===== config.mk =====
export PLATFORM = sky130hd
export DESIGN_NAME = header_encoder
export DESIGN_NICKNAME = d
export VERILOG_FILES = /design/src/rtl/header_encoder_pkg.sv /design/src/rtl/header_encoder.sv
export SDC_FILE = /design/constraint.sdc
export NUM_CORES = 1
export LEC_CHECK = 0
export CELL_PAD_IN_SITES_DETAIL_PLACEMENT = 0
export CELL_PAD_IN_SITES_GLOBAL_PLACEMENT = 1
export CORE_UTILIZATION = 34
export DETAILED_ROUTE_END_ITERATION = 7
export PLACE_DENSITY = 0.76
export SYNTH_ARGS = -nofsm -noshare
export SYNTH_HDL_FRONTEND = slang
export SYNTH_SLANG_ARGS = --single-unit

===== constraint.sdc =====
create_clock -name clk -period 1.8 [get_ports clk]
set_input_delay 0.54 -clock clk [delete_from_list [all_inputs] [get_ports clk]]
set_output_delay 0.54 -clock clk [all_outputs]
set_load 0.02 [all_outputs]

===== src/rtl/header_encoder_pkg.sv =====
// Shared frame definitions for the header encoder and decoder.
// Holds the FSM state encoding and the reserved length-byte codes.
package header_encoder_pkg;

    localparam logic [7:0] FRAG_CODE_DEF  = 8'hFF;
    localparam logic [7:0] EMPTY_CODE_DEF = 8'h00;

    typedef enum logic [2:0] {
        ST_IDLE    = 3'd0,
        ST_START   = 3'd1,
        ST_EID     = 3'd2,
        ST_LEN     = 3'd3,
        ST_PAYLOAD = 3'd4,
        ST_END     = 3'd5
    } state_t;

endpackage


===== src/rtl/header_encoder.sv =====
// Frame header encoder: emits EID, length byte, then streams the payload.
// Fragments send FRAG_CODE as length and end on the source's last flag.
module header_encoder
    import header_encoder_pkg::*;
#(
    parameter logic [7:0] FRAG_CODE  = FRAG_CODE_DEF,
    parameter logic [7:0] EMPTY_CODE = EMPTY_CODE_DEF
) (
    input  logic       clk,
    input  logic       rst,
    input  logic       tx_start,
    input  logic [7:0] tx_eid,
    input  logic [7:0] tx_len,
    input  logic       tx_is_fragment,
    input  logic       tx_abort,
    input  logic [7:0] in_data,
    input  logic       in_data_valid,
    input  logic       in_data_last,
    output logic       in_data_latch,
    output logic       out_frame_valid,
    output logic [7:0] out_frame_data,
    output logic       out_frame_data_valid,
    input  logic       out_frame_data_latch,
    output logic       tx_busy,
    output logic       tx_done
);

    state_t     state_q, state_d;
    logic [7:0] eid_q, eid_d;
    logic [7:0] len_q, len_d;
    logic       frag_q, frag_d;
    logic [7:0] cnt_q, cnt_d;

    logic       fv_c, dv_c, ilatch_c, busy_c, done_c;
    logic [7:0] data_c;

    // State and captured-field registers with synchronous reset
    always_ff @(posedge clk) begin
        if (rst) begin
            state_q <= ST_IDLE;
            eid_q   <= 8'h00;
            len_q   <= 8'h00;
            frag_q  <= 1'b0;
            cnt_q   <= 8'h00;
        end else begin
            state_q <= state_d;
            eid_q   <= eid_d;
            len_q   <= len_d;
            frag_q  <= frag_d;
            cnt_q   <= cnt_d;
        end
    end

    // Next-state and Moore/Mealy outputs; abort overrides any progress
    always_comb begin
        state_d  = state_q;
        eid_d    = eid_q;
        len_d    = len_q;
        frag_d   = frag_q;
        cnt_d    = cnt_q;
        fv_c     = 1'b0;
        dv_c     = 1'b0;
        data_c   = 8'h00;
        ilatch_c = 1'b0;
        busy_c   = (state_q != ST_IDLE);
        done_c   = 1'b0;
        unique case (state_q)
            ST_IDLE: begin
                if (tx_start) begin
                    eid_d   = tx_eid;
                    len_d   = tx_len;
                    frag_d  = tx_is_fragment;
                    state_d = ST_START;
                end
            end
            ST_START: begin
                fv_c = 1'b1;
                if (tx_abort) begin
                    state_d = ST_END;
                end else if (out_frame_data_latch) begin
                    state_d = ST_EID;
                end
            end
            ST_EID: begin
                fv_c   = 1'b1;
                dv_c   = 1'b1;
                data_c = eid_q;
                if (tx_abort) begin
                    state_d = ST_END;
                end else if (out_frame_data_latch) begin
                    state_d = ST_LEN;
                end
            end
            ST_LEN: begin
                fv_c   = 1'b1;
                dv_c   = 1'b1;
                data_c = frag_q ? FRAG_CODE : len_q;
                if (tx_abort) begin
                    state_d = ST_END;
                end else if (out_frame_data_latch) begin
                    cnt_d = len_q;
                    if (!frag_q && len_q == EMPTY_CODE) begin
                        state_d = ST_END;
                    end else begin
                        state_d = ST_PAYLOAD;
                    end
                end
            end
            ST_PAYLOAD: begin
                fv_c   = 1'b1;
                dv_c   = in_data_valid;
                data_c = in_data;
                if (tx_abort) begin
                    state_d = ST_END;
                end else begin
                    ilatch_c = in_data_valid & out_frame_data_latch;
                    if (ilatch_c) begin
                        if (frag_q) begin
                            if (in_data_last) begin
                                state_d = ST_END;
                            end
                        end else begin
                            cnt_d = cnt_q - 8'd1;
                            if (cnt_q == 8'd1) begin
                                state_d = ST_END;
                            end
                        end
                    end
                end
            end
            ST_END: begin
                done_c  = 1'b1;
                state_d = ST_IDLE;
            end
            default: begin
                state_d = ST_IDLE;
            end
        endcase
    end

    // Reset forces every output low in the same cycle
    assign out_frame_valid      = fv_c & ~rst;
    assign out_frame_data_valid = dv_c & ~rst;
    assign out_frame_data       = rst ? 8'h00 : data_c;
    assign in_data_latch        = ilatch_c & ~rst;
    assign tx_busy              = busy_c & ~rst;
    assign tx_done              = done_c & ~rst;

endmodule


* After elaboration in Yosys (flattened, before gate mapping)
Cells that the tools add are included.
Storage, ports and cells: bits in registers 28, input port bits 32, logic and storage cells 70
Operators by class: $add $sub $neg 1, reductions and logical operators 11, eq/ne operators 18, muxes and demuxes 28, bitwise operators 7
Operator list (count):
- 8-bit 2-to-1 mux | 7
- 3-bit 2-to-1 mux | 12
- 8-bit one-hot mux with 3 select lines | 1
- 8-bit one-hot mux with 2 select lines | 1
- 3-bit one-hot mux with 5 select lines | 1
- 2-bit != test (second input constant) | 6
- 3-bit != test (second input constant) | 4
- 8-bit by 1-bit equality test with 1-bit output (second input constant) | 1
- 8-bit zero test | 1
- 4-bit != test (second input constant) | 2
- 8-bit by 1-bit subtractor with 8-bit output (second input constant) | 1
- 7-bit AND reduction | 1
- 1-bit bitwise AND | 6
- 3-bit by 2-bit equality test with 1-bit output (second input constant) | 2
- 3-bit equality test (second input constant) | 2
- 6-bit AND reduction | 1
- 1-bit 2-to-1 mux | 5
- 4-bit OR reduction | 1
- 3-bit by 1-bit equality test with 1-bit output (second input constant) | 1
- 3-bit zero test | 1
- 3-bit nonzero test | 1
- 1-bit one-hot mux with 2 select lines | 1
- 2-bit AND reduction | 1
- 2-bit nonzero test | 1
- other kinds (4) | 4

* Logic depth before layout (Yosys ltp)
depth after elaboration 6, depth in mapped cells 7, gate-level depth less buffers 6

* Least setup slack after synthesis
OpenSTA, ideal clock, no wires.
path type input -> output, start input rst, end output tx_done, data arrival time 1.533 ns, stages 2, path buffers 1, slack -0.273 ns, cells stage by stage clkbuf_1 -> nor4b_1
On the way: longest elaborated chain between the ends 2
Ends and longest elaborated chain:
- from (decl) | RTL line header_encoder.sv:10 | input logic rst,
- 1-bit NOT | RTL line header_encoder.sv:147 | assign tx_done = done_c & ~rst;
- 1-bit bitwise AND | RTL line header_encoder.sv:147
- to (decl) | RTL line header_encoder.sv:25 | output logic tx_done
Every way passes these cells.

* Worst setup path in the final report
start register state_q[0], end output out_frame_data[6]
On the way: longest elaborated chain between the ends 3, elaborated cells on any way between the ends 5
Ends and longest elaborated chain:
- from (decl) | RTL line header_encoder.sv:28 | state_t state_q, state_d;
- from (signal assigned) | RTL line header_encoder.sv:46 | state_q <= state_d;
- 3-bit equality test / 3-bit by 2-bit equality test with 1-bit output (equally long branches) | RTL line header_encoder.sv:67 | unique case (state_q)
- 8-bit one-hot mux with 3 select lines * | RTL line header_encoder.sv:67
- 8-bit 2-to-1 mux * | RTL line header_encoder.sv:144 | assign out_frame_data = rst ? 8'h00 : data_c;
- to (decl) | RTL line header_encoder.sv:21 | output logic [7:0] out_frame_data,
Every way passes the cells marked *; elsewhere a longest branch is shown, timed or not.

==> impl_metrics.yaml <==
outcome:
  status: "finished, violations left"
  violations: "negative setup slack"
detailed_routing:
  drt_iter0_markers: 86
  wl_mm: 5.216
  firstDrtPassIters: 4
  wire_per_inst_um: 13.84
  drc_errors: 0
  drt-vias-per-instance: 5.008
  num_vias: 1888
  final_antenna_net_count: 0
global_routing:
  grt_max_degree: 20
  busiest_layer: "met2"
  met2_usage_pct: 34.77
  grtUsageTotal_pct: 21.01
  grt_pass1_vias: 1776
  antenna_found_initial: 0
  use_met1_pct: 28.69
  overflow: 0
  grt_use_met3_pct: 3.315
  grt_pass1_wl_mm: 8.576
critical_path:
  worstSetupPathType: "flop to primary output"
  crit_path_end: "out_frame_data[6]"
  r2r_setup_slack_ns: -0.10
  cp-end-kind: "primary output"
  crit_fanout: 5
  startpoint_type: "flop"
  crit_required_ns: 1.26
  worstRegToRegCells: 6
  arrival_ns: 1.43
  r2r-end: "cnt_q[2]$_SDFFE_PP0P_"
  startpoint: "state_q[0]$_SDFFE_PP0P_"
  reg2reg_from: "state_q[0]$_SDFFE_PP0P_"
sta:
  setup_slack_ns: -0.1707
  slew_headroom_pct: 71.83
  setup_viol: 21
  finClkSkew_ns: 0.005081
  drv_slew: 0
  fmax_mhz: 507.4
  tightest_slew_ns: 0.4187
  hold_viol_final: 0
  finalCritPeriodShare_pct: 109.5
  rsz0062_at_grt: "true"
  finalCriticalPeriod_ns: 1.971
power:
  vdd_drop_max_v: 0.0003438
  power_density_mw_per_mm2: 698.3
  p_leak_nw: 1.042
die:
  die_area_sq_mm: 0.005326
  die_x_um: 72.98
  core-area_sq_mm: 0.004786
  die_h_um: 72.98
  io_pins: 45
  row_count: 25
  start_util_pct: 35.79
clocking:
  clk_latency_ns: 0.28
  cts_buffers: 3
  clkTransAtPathRegs_ns: 0.10
  ctsHoldBuffers: 0
  cts_tree: "done"
  h-tree-depth: 1
  cts.sinks: 28
  root_buffer: "clkbuf_8"
  cts_buffer_depth: 2
flow_run:
  drv_cap: 0
worst_hold_path:
  holdCritStartpoint: "eid_q[0]$_SDFFE_PP0P_"
  min_path_type: "flop to flop"
yosys:
  syn-num-nets: 269
  ys_seq_elements: 28
  async_flop_share_pct: 0
  synth_top_cell_area_share_pct: 32.72
  synth_area_sq_mm: 0.001713
  synth.avg_cell_area_sq_um: 7.289
  ys_warn_count: 0
  yosysSeqAreaShare_pct: 32.72
  synth.area.top_cells: "dfxtp_1 33%, nand2_1 13%, a21oi_1 8.5%"
  synth-edff-count: 0
  post-synth-top-area-cell: "dfxtp_1"
  synth-main-ff-cell: "dfxtp_1"
  ys_types: 45
  syn_inst: 235
placed_design:
  gp_congestion: 0.7616
  placed_cells: 363
  dp_hpwl_mm: 3.497
  dp_slack_ns: -0.7579
  port_buffers: 44
layout:
  final_net_count: 345
  n_antenna_cell: 0
  layout-drive-gt1-share_pct: 34.52
  finalNonFillerCells: 377
  areaGrowthSynthToFinish_pct: 62.60
## synth_stat cells, drive strengths merged, types with 4 or more instances
| cell type | instances |
|---|---|
| o211ai | 8 |
| nand2 | 59 |
| a21oi | 35 |
| buf | 7 |
| o21ai | 8 |
| a21o | 6 |
| nor3 | 4 |
| inv | 5 |
| dfxtp | 28 |
| nand3 | 6 |
| clkbuf | 12 |
| nor2 | 23 |
## timing repair
item                       CTS  global route
buffers inserted             4             2
setup endpoints to repair   20            22
gates resized for setup     88             8
gates cloned                 3             1
pin swaps                   20             3
## flip-flops by register name (all words and copies together), names as in the netlist
name / count
cnt_q: 8
frag_q: 1
len_q: 8
eid_q: 8
state_q: 3
## worst min path at each step
stage | endpoint | cells past startpoint | slack (ns)
floorplan | eid_q[0]$_SDFFE_PP0P_ | 2 | 0.44
global placement | eid_q[0]$_SDFFE_PP0P_ | 2 | 0.44
detailed placement | eid_q[0]$_SDFFE_PP0P_ | 2 | 0.44
CTS | eid_q[0]$_SDFFE_PP0P_ | 2 | 0.46
global route | eid_q[6]$_SDFFE_PP0P_ | 2 | 0.49
finish | eid_q[0]$_SDFFE_PP0P_ | 2 | 0.46
## kinds of logic (layout without fill, tap and decap cells)
family          after synthesis  in the layout  share of synthesized area [%]
compound gates               69             69                          28.34
xor+xnor                      1              1                         0.5114
fa+ha+maj                     2              2                          1.461
buf+inv                      24             99                          7.523
flops                        28             28                          32.72
simple gates                111            111                          29.44
## critical path, stage by stage, from the launching register on
cell     delay (ns)
dfxtp_4        0.39
nor3b_4        0.26
buf_6          0.17
a22oi_2        0.08
nor2_2         0.13
buf_6          0.12
## final cells by class
type,instances,area (sq um)
Sequential cell,28,570.5
Clock buffer,3,41.29
Timing Repair Buffer,90,915.9
Inverter,5,18.77
Fill cell,458,2001
Clock inverter,1,30.03
Multi-Input combinational cell,183,1125
Tap cell,67,83.83
## stage by stage
step	util [%]	area, sq um	setup TNS [ns]	power, mW	hold WS, ns
finish	58.20	2785	-2.185	1.945	0.4559
global route	58.20	2785	-3.809	2.054	0.4873
CTS	56.71	2714	-2.030	1.908	0.4562
detailed placement	52.24	2500	-9.370	1.325	0.4426
global placement	52.24	2500	-9.163	1.323	0.4378
floorplan	-	1758	-0.005987	1.036	0.4361
## cell usage in the layout (no fill, tap or decap), types with 2 or more instances in the layout
master,instances
inv_1,5
dlygate4sd2_1,2
dfxtp_4,2
dfxtp_1,24
a31oi_1,2
nor2_1,19
buf_6,8
clkbuf_8,3
buf_2,2
nor2_2,4
clkdlybuf4s50_1,28
dfxtp_2,2
a21oi_2,13
a211oi_1,2
nor4_1,2
buf_4,41
a21o_1,6
bufbuf_16,2
ha_1,2
nand3_1,6
buf_12,6
a21oi_1,22
nand2_1,52
o21ai_2,6
nand2_2,7
o211ai_1,8
and4bb_2,2
nor3_1,3
## layer usage
layer / vias up / routed length [um] / share of wire [%]
li1: 965 / - / -
met3: 5 / 208 / 4.0
met2: 47 / 2466 / 47
met4: 0 / 44 / 0.84
met1: 871 / 2496 / 48
met5: - / 0 / 0
## power breakdown
part	internal [mW]	total [mW]	leakage, nW	switching, mW
combinational	0.390	0.730	0.776	0.340
sequential	0.667	0.707	0.231	0.0401
clock	0.298	0.508	0.0357	0.209
total	1.36	1.94	1.04	0.590
Note: power is estimated with default switching activity, not from simulation.
